==> src/rtl/conv3d_channel_reduce_if.sv <==
// Pixel/bias bus for the channel-reduction stage of a 3D convolution.
// The master drives pixels and bias loads; the slave returns reduced pixels and status.
interface conv3d_channel_reduce_if #(
  parameter int DATA_WIDTH = 16,
  parameter int CHANNEL    = 3
);
  logic                            valid_in;
  logic [CHANNEL*DATA_WIDTH-1:0]   data_in;
  logic                            bias_load;
  logic signed [DATA_WIDTH-1:0]    bias_in;
  logic signed [DATA_WIDTH-1:0]    data_out;
  logic                            valid_out;
  logic                            done;
  logic                            busy;
  logic                            bias_err;

  modport master (
    output valid_in, data_in, bias_load, bias_in,
    input  data_out, valid_out, done, busy, bias_err
  );

  modport slave (
    input  valid_in, data_in, bias_load, bias_in,
    output data_out, valid_out, done, busy, bias_err
  );
endinterface

==> src/rtl/conv3d_channel_reduce.sv <==
// Reduces CHANNEL per-channel partial sums of one output pixel through a
// registered binary adder tree, then adds bias, saturates and applies ReLU.
// Frame bookkeeping (pixel counter, done pulse, busy) sits on the output side.
module conv3d_channel_reduce #(
  parameter int DATA_WIDTH = 16,
  parameter int CHANNEL    = 3,
  parameter int IMG_WIDTH  = 56,
  parameter int IMG_HEIGHT = 56,
  parameter int RELU_EN    = 1
) (
  input logic                    clk,
  input logic                    reset,
  conv3d_channel_reduce_if.slave bus
);

  localparam int S   = $clog2(CHANNEL);
  localparam int SW  = DATA_WIDTH + $clog2(CHANNEL + 1);
  localparam int RW  = SW + 1;
  localparam int PIX = IMG_WIDTH * IMG_HEIGHT;
  localparam int CW  = (PIX > 1) ? $clog2(PIX) : 1;
  localparam logic [CW-1:0] LAST_PIX = CW'(PIX - 1);
  localparam logic signed [RW-1:0] SAT_MAX = {{(RW-DATA_WIDTH+1){1'b0}}, {(DATA_WIDTH-1){1'b1}}};
  localparam logic signed [RW-1:0] SAT_MIN = {{(RW-DATA_WIDTH+1){1'b1}}, {(DATA_WIDTH-1){1'b0}}};

  // Number of operands present at tree level l (level 0 is the raw channels).
  function automatic int lvl_cnt(input int l);
    return (CHANNEL + (1 << l) - 1) >> l;
  endfunction

  // Adder tree: level 0 sign-extends the inputs, every further level registers
  // pairwise sums; an unpaired operand is registered unchanged to keep latency equal.
  for (genvar l = 0; l <= S; l++) begin : g_lvl
    localparam int N = lvl_cnt(l);
    logic signed [SW-1:0] node_s [N];
    logic                 node_vld_s;
    logic                 any_vld_s;

    if (l == 0) begin : g_in
      for (genvar i = 0; i < N; i++) begin : g_ext
        assign node_s[i] = {{(SW-DATA_WIDTH){bus.data_in[i*DATA_WIDTH+DATA_WIDTH-1]}},
                            bus.data_in[i*DATA_WIDTH +: DATA_WIDTH]};
      end
      assign node_vld_s = bus.valid_in;
      assign any_vld_s  = node_vld_s;
    end else begin : g_add
      localparam int NP = lvl_cnt(l - 1);
      logic signed [SW-1:0] pair_s [N];
      logic signed [SW-1:0] sum_r  [N];
      logic                 vld_r;

      for (genvar i = 0; i < N; i++) begin : g_op
        if (2 * i + 1 < NP) begin : g_pair
          assign pair_s[i] = g_lvl[l-1].node_s[2*i] + g_lvl[l-1].node_s[2*i+1];
        end else begin : g_pass
          assign pair_s[i] = g_lvl[l-1].node_s[2*i];
        end
      end

      // Register this tree level and its valid bit; reset flushes in-flight pixels.
      always_ff @(posedge clk) begin
        if (reset) begin
          vld_r <= 1'b0;
          for (int i = 0; i < N; i++) sum_r[i] <= {SW{1'b0}};
        end else begin
          vld_r <= g_lvl[l-1].node_vld_s;
          for (int i = 0; i < N; i++) sum_r[i] <= pair_s[i];
        end
      end

      assign node_s     = sum_r;
      assign node_vld_s = vld_r;
      assign any_vld_s  = vld_r | g_lvl[l-1].any_vld_s;
    end
  end

  logic signed [SW-1:0]         sum_s;
  logic                         fin_vld_s;
  logic                         any_vld_s;
  logic signed [DATA_WIDTH-1:0] bias_r;
  logic signed [DATA_WIDTH-1:0] bias_eff_s;
  logic                         bias_take_s;
  logic signed [RW-1:0]         res_s;
  logic signed [DATA_WIDTH-1:0] sat_s;
  logic signed [DATA_WIDTH-1:0] dout_nxt_s;
  logic signed [DATA_WIDTH-1:0] dout_r;
  logic                         valid_out_r;
  logic                         done_r;
  logic                         busy_r;
  logic                         bias_err_r;
  logic [CW-1:0]                cnt_r;
  logic [CW-1:0]                cnt_nxt_s;

  assign sum_s     = g_lvl[S].node_s[0];
  assign fin_vld_s = g_lvl[S].node_vld_s;
  // Any pixel that will sit in a tree register or the output register after this edge.
  assign any_vld_s = g_lvl[S].any_vld_s;

  // A bias written while idle also reaches a pixel entering the final stage in the
  // same cycle, which matters when the tree has no register levels.
  assign bias_take_s = bus.bias_load & ~busy_r;
  assign bias_eff_s  = bias_take_s ? bus.bias_in : bias_r;

  // Final stage arithmetic: bias add, saturation to DATA_WIDTH, optional ReLU.
  always_comb begin
    res_s = {sum_s[SW-1], sum_s} + {{(RW-DATA_WIDTH){bias_eff_s[DATA_WIDTH-1]}}, bias_eff_s};
    if (res_s > SAT_MAX) begin
      sat_s = {1'b0, {(DATA_WIDTH-1){1'b1}}};
    end else if (res_s < SAT_MIN) begin
      sat_s = {1'b1, {(DATA_WIDTH-1){1'b0}}};
    end else begin
      sat_s = res_s[DATA_WIDTH-1:0];
    end
    if ((RELU_EN != 0) && sat_s[DATA_WIDTH-1]) begin
      dout_nxt_s = {DATA_WIDTH{1'b0}};
    end else begin
      dout_nxt_s = sat_s;
    end
  end

  // Pixel counter advances after every emitted pixel and wraps after the frame's last one.
  always_comb begin
    cnt_nxt_s = cnt_r;
    if (valid_out_r) begin
      if (cnt_r == LAST_PIX) begin
        cnt_nxt_s = {CW{1'b0}};
      end else begin
        cnt_nxt_s = cnt_r + {{(CW-1){1'b0}}, 1'b1};
      end
    end else begin
      cnt_nxt_s = cnt_r;
    end
  end

  // Output, frame status and bias registers.
  always_ff @(posedge clk) begin
    if (reset) begin
      dout_r      <= {DATA_WIDTH{1'b0}};
      valid_out_r <= 1'b0;
      done_r      <= 1'b0;
      busy_r      <= 1'b0;
      bias_err_r  <= 1'b0;
      bias_r      <= {DATA_WIDTH{1'b0}};
      cnt_r       <= {CW{1'b0}};
    end else begin
      valid_out_r <= fin_vld_s;
      done_r      <= fin_vld_s && (cnt_nxt_s == LAST_PIX);
      if (fin_vld_s) begin
        dout_r <= dout_nxt_s;
      end
      cnt_r      <= cnt_nxt_s;
      busy_r     <= any_vld_s | (cnt_nxt_s != {CW{1'b0}});
      bias_err_r <= bus.bias_load & busy_r;
      if (bias_take_s) begin
        bias_r <= bus.bias_in;
      end
    end
  end

  assign bus.data_out  = dout_r;
  assign bus.valid_out = valid_out_r;
  assign bus.done      = done_r;
  assign bus.busy      = busy_r;
  assign bus.bias_err  = bias_err_r;

endmodule

==> src/flat_wrapper.sv <==
// flat-port wrapper written by rule: the top's interface ports become plain ports
module conv3d_channel_reduce_flat 
#(
  parameter int DATA_WIDTH = 16,
  parameter int CHANNEL    = 3,
  parameter int IMG_WIDTH  = 56,
  parameter int IMG_HEIGHT = 56,
  parameter int RELU_EN    = 1
)
  (clk, reset, bus_valid_in, bus_data_in, bus_bias_load, bus_bias_in, bus_data_out, bus_valid_out, bus_done, bus_busy, bus_bias_err);
  conv3d_channel_reduce_if #(.DATA_WIDTH(DATA_WIDTH), .CHANNEL(CHANNEL)) bus_i ();
  input logic clk;
  input logic reset;
  input wire logic [$bits(bus_i.valid_in)-1:0] bus_valid_in;
  input wire logic [$bits(bus_i.data_in)-1:0] bus_data_in;
  input wire logic [$bits(bus_i.bias_load)-1:0] bus_bias_load;
  input wire logic [$bits(bus_i.bias_in)-1:0] bus_bias_in;
  output wire logic [$bits(bus_i.data_out)-1:0] bus_data_out;
  output wire logic [$bits(bus_i.valid_out)-1:0] bus_valid_out;
  output wire logic [$bits(bus_i.done)-1:0] bus_done;
  output wire logic [$bits(bus_i.busy)-1:0] bus_busy;
  output wire logic [$bits(bus_i.bias_err)-1:0] bus_bias_err;
  assign bus_i.valid_in = bus_valid_in;
  assign bus_i.data_in = bus_data_in;
  assign bus_i.bias_load = bus_bias_load;
  assign bus_i.bias_in = bus_bias_in;
  assign bus_data_out = bus_i.data_out;
  assign bus_valid_out = bus_i.valid_out;
  assign bus_done = bus_i.done;
  assign bus_busy = bus_i.busy;
  assign bus_bias_err = bus_i.bias_err;
  conv3d_channel_reduce #(.DATA_WIDTH(DATA_WIDTH), .CHANNEL(CHANNEL), .IMG_WIDTH(IMG_WIDTH), .IMG_HEIGHT(IMG_HEIGHT), .RELU_EN(RELU_EN)) u_core (.clk(clk), .reset(reset), .bus(bus_i));
endmodule
==> config.mk <==
export PLATFORM = sky130hd
export DESIGN_NAME = conv3d_channel_reduce_flat
export DESIGN_NICKNAME = d
export VERILOG_FILES = /design/src/rtl/conv3d_channel_reduce_if.sv /design/src/rtl/conv3d_channel_reduce.sv /design/src/flat_wrapper.sv
export SDC_FILE = /design/constraint.sdc
export NUM_CORES = 1
export LEC_CHECK = 0
export CAP_MARGIN = 25
export CORE_MARGIN = 5
export CORE_UTILIZATION = 55
export CTS_BUF_LIST = sky130_fd_sc_hd__clkbuf_4
export CTS_CLUSTER_SIZE = 25
export DETAILED_ROUTE_END_ITERATION = 12
export PLACE_DENSITY = 0.81
export SYNTH_ARGS = -nofsm -noshare
export SYNTH_HDL_FRONTEND = slang
export SYNTH_SLANG_ARGS = --single-unit
==> constraint.sdc <==
create_clock -name clk -period 5.6 [get_ports clk]
set_input_delay 1.12 -clock clk [delete_from_list [all_inputs] [get_ports clk]]
set_output_delay 1.12 -clock clk [all_outputs]
set_load 0.01 [all_outputs]
# After elaboration in Yosys (flattened, before gate mapping)

Cells that the tools add are included.

Word-level logic and storage cells: 34
Latch bits: 0
Bits in read-only memories: 0
Input port bits: 68
Bits in writable memories: 0
Output and inout port bits: 20
Register bits: 102
Memories kept: 0

Reductions and logical operators: 2
Add/sub/neg operators: 4
Muxes and demuxes: 6
Multiply operators: 0
$lt $le $gt $ge: 2
Shift operators: 0
Bitwise operators: 6
Eq/ne operators: 2
Divide/modulo/power cells: 0

Operator list:

| cell                  | number |
|---|---|
| $mux 16               | 3 |
| $eq 12x12->1 const B  | 2 |
| $mux 12               | 2 |
| $add 18x16->19        | 1 |
| $gt 19x16->1 const B  | 1 |
| $lt 19x16->1 const B  | 1 |
| $add 18x16->18        | 1 |
| $add 16x16->17        | 1 |
| $mux 15               | 1 |
| $add 12x1->12 const B | 1 |
| $reduce_bool 12->1    | 1 |
| $or 1x1->1            | 3 |
| $and 1x1->1           | 2 |
| $logic_and 1x1->1     | 1 |
| $not 1->1             | 1 |

# Depth between registers and ports, before layout

Gate-level depths: netlist of the first run.

Word-level depth: 8
Gate-level depth with buffers: 15
Depth with buffers taken out: 12

# Worst setup path before layout of the first run

No wires, ideal clock.

Path kind: input-to-reg
Start point: in bus_bias_load
End point: reg u_core.dout_r[10], in the netlist u_core.bus.data_out[10]
Setup time: 119 ps
Path buffers: 3
Path slack: 1,168 ps
Required time: 5,481 ps
Arrival time: 4,314 ps
Stages: 13
Cell sequence: nor2b_1 > clkbuf_1 > buf_1 > mux2_2 > ha_1 > a21o_1 > and2_4 > or4_4 > o221ai_2 > nor4_2 > a2111o_1 > buf_6 > o221a_1

Cells in the longest elaborated chain, start to end: 7
Elaborated cells on any way between the ends: 8
Classes of those cells: 1 x add/sub; 2 x order compare; 4 x mux; 1 x bitwise

Ends and longest elaborated chain:

| item                           | RTL line                     | source |
|---|---|---|
| start, declared                | flat_wrapper.sv:16           | `input wire logic [$bits(bus_i.bias_load)-1:0] bus_bias_load;` |
| $and 1x1->1 *                  | conv3d_channel_reduce.sv:100 | `assign bias_take_s = bus.bias_load & ~busy_r;` |
| $mux 16 *                      | conv3d_channel_reduce.sv:101 | `assign bias_eff_s = bias_take_s ? bus.bias_in : bias_r;` |
| named net u_core.bias_eff_s[8] | conv3d_channel_reduce.sv:80  | `logic signed [DATA_WIDTH-1:0] bias_eff_s;` |
| $add 18x16->19 *               | conv3d_channel_reduce.sv:105 | `res_s = {sum_s[SW-1], sum_s} + {{(RW-DATA_WIDTH){bias_eff_s[DATA_WIDTH-1]}}, bias_eff_s};` |
| $lt 19x16->1                   | conv3d_channel_reduce.sv:108 | `end else if (res_s < SAT_MIN) begin` |
| $mux 16                        | conv3d_channel_reduce.sv:108 |  |
| $mux 16 *                      | conv3d_channel_reduce.sv:106 | `if (res_s > SAT_MAX) begin` |
| $mux 15 *                      | conv3d_channel_reduce.sv:113 | `if ((RELU_EN != 0) && sat_s[DATA_WIDTH-1]) begin` |
| end signal, assigned           | conv3d_channel_reduce.sv:137 | `dout_r <= {DATA_WIDTH{1'b0}};` |
| end signal, assigned           | conv3d_channel_reduce.sv:148 | `dout_r <= dout_nxt_s;` |
| end, declared                  | conv3d_channel_reduce.sv:85  | `logic signed [DATA_WIDTH-1:0] dout_r;` |

The timed path passes the listed nets; every way through them passes the cells marked *.
A chain may end at the register's enable or synchronous reset.

# Final worst setup path of the first run

Start point: in bus_bias_load
End point: reg u_core.dout_r[11], in the netlist u_core.bus.data_out[11]

Same word-level chain as after synthesis.

==> results of run 1 <==
[Yosys cell counts (9+ instances only)]
master    instances
xnor2_1          16
ha_1             52
inv_1            20
nor2_1           63
mux2_2           20
nor2b_1          52
o221a_1          10
nand4_1           9
nand2_1          29
a211oi_1          9
nand3_1           9
o21ai_0          30
nor3_1           19
xor2_1           16
a21oi_1          33
clkbuf_1         13
dfxtp_1         100
o21a_1           15
[sequential cells by signal, summed over array words and instances, names as in the netlist]
name	flops
u_core.bus.valid_out	1
u_core.cnt_r	12
u_core.bus.data_out	15
u_core.bias_r	16
u_core.fin_vld_s	1
u_core.g_lvl.g_add.vld_r	1
u_core.bus.bias_err	1
u_core.bus.done	1
u_core.bus.busy	1
u_core.g_lvl.g_add.sum_r	51
[power breakdown]
group | leakage (nW) | switching [mW] | internal, mW | total [mW]
Clock | 0.0831 | 0.236 | 0.186 | 0.422
Combinational | 1.84 | 0.242 | 0.237 | 0.479
Sequential | 0.825 | 0.0244 | 0.767 | 0.792
[per-layer routing]
layer / wire length (um) / vias to the layer above
met5: 0 / -
met3: 542 / 9
li1: - / 2408
met2: 5610 / 124
met1: 5710 / 2141
met4: 76 / 0
[stage by stage]
step / area, um2 / worst slack, ps / hold slack (ps) / instances
final: 6770 / 1210 / 466 / 844
after global placement: 6610 / 881 / 440 / 829
after CTS: 6770 / 1260 / 475 / 844
after floorplan: 5670 / 1170 / 439 / 628
after detailed placement: 6610 / 765 / 456 / 829
after global routing: 6770 / 892 / 512 / 844
[cell families after synthesis]
| logic type | count (synthesis) | share of synthesized area |
|---|---|---|
| buffers and inverters | 44 | 0.0327 |
| adder cells (fa/ha/maj) | 55 | 0.125 |
| AND/OR/NAND/NOR | 225 | 0.209 |
| XOR/XNOR | 32 | 0.0494 |
| flip-flops | 100 | 0.353 |
| multiplexers | 22 | 0.0435 |
| other | 1 | 0.000661 |
| AO/OA/AOI/OAI | 149 | 0.187 |
[worst min-delay path, stage by stage, from the launching register on]
cell and delay, ps:
dfxtp_1 350, nand2_1 60, nor2_1 30
[area by class of cell]
cell class	count	area [um2]
tap	136	170
clock inverter	5	85.1
clock buffer	10	75.1
inverter	20	75.1
fill	844	3420
multi-input combinational	484	3480
timing repair buffer	89	878
sequential	100	2000
[path summary, 6_finish.rpt]
path                                  end  slack, ps  depth (start not counted)
hold reg to reg       u_core.bus.bias_err        470                          2
setup reg to reg  u_core.bus.data_out[11]       2040                         12
hold / removal        u_core.bus.bias_err        470                          2
setup / recovery  u_core.bus.data_out[11]       1210                         13
==> results.txt, run 1 <==
Vias = 4682
met1 usage = 0.249
setup TNS = 0 ps
Max IR drop VDD = 0.000115 V
Tmin final = 4390 ps
EDFF count, synth = 0
core region area = 10200 um2
CP delay by family, top = compound AO/OA/AOI/OAI gates
global placement routability congestion = 0.883
leakage power = 2.74 nW
final core occ = 0.665
Starting Density = 0.557
vias in the first global route = 4647
synthesized area = 5670 um2
area leader, netlist = dfxtp_1
setup violators final = 0
Die Y = 112 um
vias per inst = 5.55
Post-layout nets = 827
Post-synth top flop = dfxtp_1
Max Slew Vio Count = 0
Synth area leaders = dfxtp_1 35%, ha_1 11%, nor2b_1 5.7%
detailed-route DRC error count = 0
unrepaired setup endpoints after global routing = no
initial DRC count = 274
commonest non-fill, non-tap cells in the layout = 100 x dfxtp_1, 85 x clkdlybuf4s50_1, 63 x nor2_1, 52 x nor2b_1, 52 x ha_1
total power = 1.69 mW
crit end category = flop
clock latency on the worst-skew pair = 440 ps
met2 Resource Use GR = 0.329
layout cells sized above 1 = 0.0847
register area share after synthesis = 0.353
WP data required = 5930 ps
Reg clk slew, reported paths = 140 ps
CTS max path bufs = 2
post-synthesis async set-or-reset flop share = 0
skew final = 24.5 ps
crit path max fanout = 16
kind of critical path = in -> reg
global-route track usage on met3 = 0.0386
Gate Count Post-Synth = 628
register bit total from synthesis = 100
Syn Nets = 751
largest net degree at the start of global routing = 85
most common cell after layout, fill and taps aside = dfxtp_1
worst flop-to-flop path startpoint = u_core.bus.busy
WL/cell = 14.2 um
top cell type's share of synthesized area = 0.353
outcome = completed
initial antenna violation count = 0
Setup crit start = bus_bias_load
drt first pass iters = 5
cells along the critical path = clkdlybuf4s50_1 > nor2b_1 > buf_4 > mux2i_1 > inv_1 > ha_1 > a21oi_1 > o2111ai_1 > and2_2 > o221ai_2 > nor4_2 > a2111o_1 > o221a_1
syn avg cell area = 9.03 um2
die footprint = 12400 um2
total track usage = 0.193
root buffer cell = clkbuf_4
critical path's slowest cell = a2111o_1
class of the worst hold path = reg -> reg
max-cap violation count = 0
Final period util = 0.784
number of port buffers = 86
Slew HR = 0.445
Synthesis Warnings = 0
H-tree Lvls = 3
Post-CTS Setup Inserts = 0
Hold Vio Cnt, Final = 0
Startpoint Class = input port
DP Wirelength = 9.12 mm
Buf/Inv on CP = 3
critical path's largest stage delay = 600 ps
clock sink count = 100
GRT busiest layer = met2
Die X = 112 um
cts bufs inserted = 9
critical path data arrival time = 4720 ps
ANT cells = 0
first-pass GRT wire length = 20.6 mm
Yosys cell types = 65
PwrDens = 250 nW/um2
final WL = 11.9 mm
CTS tree = built
synthesis-to-layout area growth = 19.4%
post-cts gate resize count = 0
worst slew pin tran = 821 ps
highest clock rate = 0.228 GHz
IO Pins = 88
GR Overflow Total = 0
antenna viol nets, final = 0
hold buffers post-CTS = 0
row count = 37
hold path startpoint = u_core.bus.busy
Note: power is estimated with default switching activity, not from simulation.
==> run 2, diff against run 1 <==
--- a/config.mk
+++ b/config.mk
@@ -7,11 +7,11 @@
 export LEC_CHECK = 0
 export CAP_MARGIN = 25
 export CORE_MARGIN = 5
-export CORE_UTILIZATION = 55
+export CORE_UTILIZATION = 51
 export CTS_BUF_LIST = sky130_fd_sc_hd__clkbuf_4
 export CTS_CLUSTER_SIZE = 25
 export DETAILED_ROUTE_END_ITERATION = 12
-export PLACE_DENSITY = 0.81
+export PLACE_DENSITY = 0.79
 export SYNTH_ARGS = -nofsm -noshare
 export SYNTH_HDL_FRONTEND = slang
 export SYNTH_SLANG_ARGS = --single-unit
==> constraint.sdc (replaced) <==
create_clock -name clk -period 4 [get_ports clk]
set_input_delay 0.8 -clock clk [delete_from_list [all_inputs] [get_ports clk]]
set_output_delay 0.8 -clock clk [all_outputs]
set_load 0.01 [all_outputs]
==> results.txt, run 2 (synthesis results as in run 1) <==
outcome = completed
kind of critical path = in -> reg
Max Slew Vio Count = 0 (unchanged)
number of port buffers = 86 (unchanged)
Tmin final = 3740 ps
Slew HR = 0.506 (+0.0606)
Most flops, register = u_core.g_lvl.g_add.sum_r
clock latency on the worst-skew pair = 460 ps (+20 ps)
Startpoint Class = input port
cells along the critical path = clkdlybuf4s50_1 > nor2b_1 > buf_4 > buf_4 > mux2_2 > ha_1 > nor2b_1 > nand3b_1 > o2bb2ai_1 > nor4_1 > o311ai_0 > a2111o_1 > buf_4 > o221a_2
PnR worst setup slack = 257 ps (-953 ps)
DP Wirelength = 9.53 mm (+4.5%)
critical path's largest stage delay = 470 ps (-130 ps)
max reg flops = 51 (unchanged)
Final period util = 0.936
setup TNS = 0 ps (unchanged)
Max IR drop VDD = 0.000156 V (+35%)
core region area = 10900 um2 (+6.9%)
Die X = 115 um (+3.5%)
FF/Latch Area = 2000 um2 (unchanged)
detailed-route DRC error count = 0 (unchanged)
Int Power = 1.67 mW (+40%)
Placed Instance Area = 6930 um2 (+4.8%)
antenna viol nets, final = 0 (unchanged)
global placement routability congestion = 0.886 (+0.31%)
class of the worst hold path = reg -> reg
PwrDens = 337 nW/um2 (+35%)
clock sink count = 100 (unchanged)
final core occ = 0.651 (-0.0134)
root buffer cell = clkbuf_4
crit end category = flop
max-cap violation count = 0 (unchanged)
skew final = 14.4 ps (-10.0 ps)
critical path data arrival time = 4100 ps (-620 ps)
hold buffers post-CTS = 0 (unchanged)
commonest non-fill, non-tap cells in the layout = 100 x dfxtp_1, 85 x clkdlybuf4s50_1, 63 x nor2_1, 52 x nor2b_1, 52 x ha_1
highest clock rate = 0.267 GHz
dpl ws = -205 ps (-970 ps)
vias per inst = 5.44 (-1.9%)
vias in the first global route = 4797 (+3.2%)
Logic pwr share = 0.315 (+0.032)
total power = 2.39 mW (+41%)
setup violators final = 0 (unchanged)
layout cells sized above 1 = 0.138 (+0.0536)
Post-layout nets = 870 (+5.2%)
largest net degree at the start of global routing = 65 (-24%)
multi-input combinational cell area = 3480 um2 (unchanged)
Reg clk slew, reported paths = 150 ps (about the same)
crit path max fanout = 15 (-1)
cell mode on critical path = buf_4
Sw Share = 0.301 (+0.00424)
Vias = 4862 (+3.8%)
Filler cells = 892 (+5.7%)
Die Y = 115 um (+3.5%)
CTS max path bufs = 2 (unchanged)
unrepaired setup endpoints after global routing = no
Clk network pwr share = 0.222 (-0.027)
Seq pwr share = 0.464 (-0.004)
WL/cell = 13.7 um (-3.0%)
H-tree Lvls = 3 (unchanged)
synthesis-to-layout area growth = 25.0%
final WL = 12.3 mm (+2.7%)
drt first pass iters = 5 (unchanged)
Post-CTS Setup Inserts = 0 (unchanged)
Starting Density = 0.521 (-0.0360)
CTS tree = built
critical path's slowest cell = clkdlybuf4s50_1
row count = 38 (+2.7%)
initial antenna violation count = 1 (+1)
Hold Vio Cnt, Final = 0 (unchanged)
first-pass GRT wire length = 20.9 mm (+1.4%)
cts bufs inserted = 9 (unchanged)
most common cell after layout, fill and taps aside = dfxtp_1
worst slew pin tran = 732 ps (-89.8 ps)
die footprint = 13300 um2 (+7.1%)
IO Pins = 88 (unchanged)
Sw Pwr = 0.719 mW (+43%)
Final Cell Area = 7090 um2 (+4.8%)
post-cts gate resize count = 0 (unchanged)
initial DRC count = 304 (+11%)
WP data required = 4360 ps (-1570 ps)
GR Overflow Total = 0 (unchanged)
total track usage = 0.190 (-0.00219)
leakage power = 2.95 nW (+7.5%)
[run 2: cell count changes in the layout (fill, tap and decap cells not counted)]
cell        delta
clkinvlp_4     +1
clkinv_2       +2
buf_4         +42
diode_2        +1
bufinv_16      -1
clkinv_4       -1
buf_12         +1
[run 2: power by group through the flow]
stage | clock, mW | sequential (mW) | combinational [mW]
finish | 0.530 | 1.11 | 0.752
global route | 0.596 | 1.12 | 0.837
detailed placement | 0 | 1.13 | 0.739
floorplan | 0 | 1.12 | 0.475
CTS | 0.548 | 1.11 | 0.747
global placement | 0 | 1.13 | 0.725
[run 2: stage by stage]
step                hold slack, ps  cells
CTS                            467    891
floorplan                      439    628
global placement               440    875
finish                         466    893
detailed placement             445    875
global route                   490    893
[run 2: worst max-delay path: cells and delay by family]
| kind | cells | cell delay, ps |
|---|---|---|
| AO/OA/AOI/OAI | 4 | 910 |
| buffers and inverters | 4 | 1020 |
| AND/OR/NAND/NOR | 4 | 640 |
| adder cells (fa/ha/maj) | 1 | 340 |
| multiplexers | 1 | 370 |
[run 2: cell type report]
class | count | share of cell area
multi-input cells | 484 | 0.491
clock inverters | 6 | 0.00900
well taps | 140 | 0.0247
flip-flops and latches | 100 | 0.282
diodes | 1 | 0.000353
repair buffers | 132 | 0.171
inverters | 20 | 0.0106
clock buffers | 10 | 0.0106
[run 2: path summary, 6_finish.rpt]
check	slack (ps)	to	start	cells past startpoint
min	470	u_core.bus.bias_err	u_core.bus.busy	2
max	260	u_core.bus.data_out[14]	bus_bias_load	14
min reg2reg	470	u_core.bus.bias_err	u_core.bus.busy	2
max reg2reg	750	u_core.bus.data_out[14]	u_core.bus.busy	13
[run 2: routing by layer]
layer / track usage / vias to the layer above / part of all wire
li1: - / 2493 / -
met1: 0.248 / 2212 / 0.47
met2: 0.314 / 133 / 0.46
met3: 0.0287 / 24 / 0.047
met4: 0.0822 / 0 / 0.023
met5: 0 / - / 0
==> run 3, diff against run 2 <==
--- a/config.mk
+++ b/config.mk
@@ -9,6 +9,7 @@
 export CORE_MARGIN = 5
 export CORE_UTILIZATION = 51
 export CTS_BUF_LIST = sky130_fd_sc_hd__clkbuf_4
+export CTS_CLUSTER_DIAMETER = 60
 export CTS_CLUSTER_SIZE = 25
 export DETAILED_ROUTE_END_ITERATION = 12
 export PLACE_DENSITY = 0.79
==> results of run 3 <==
Same layout as run 2: the final DEF is identical, and so are final timing and power.
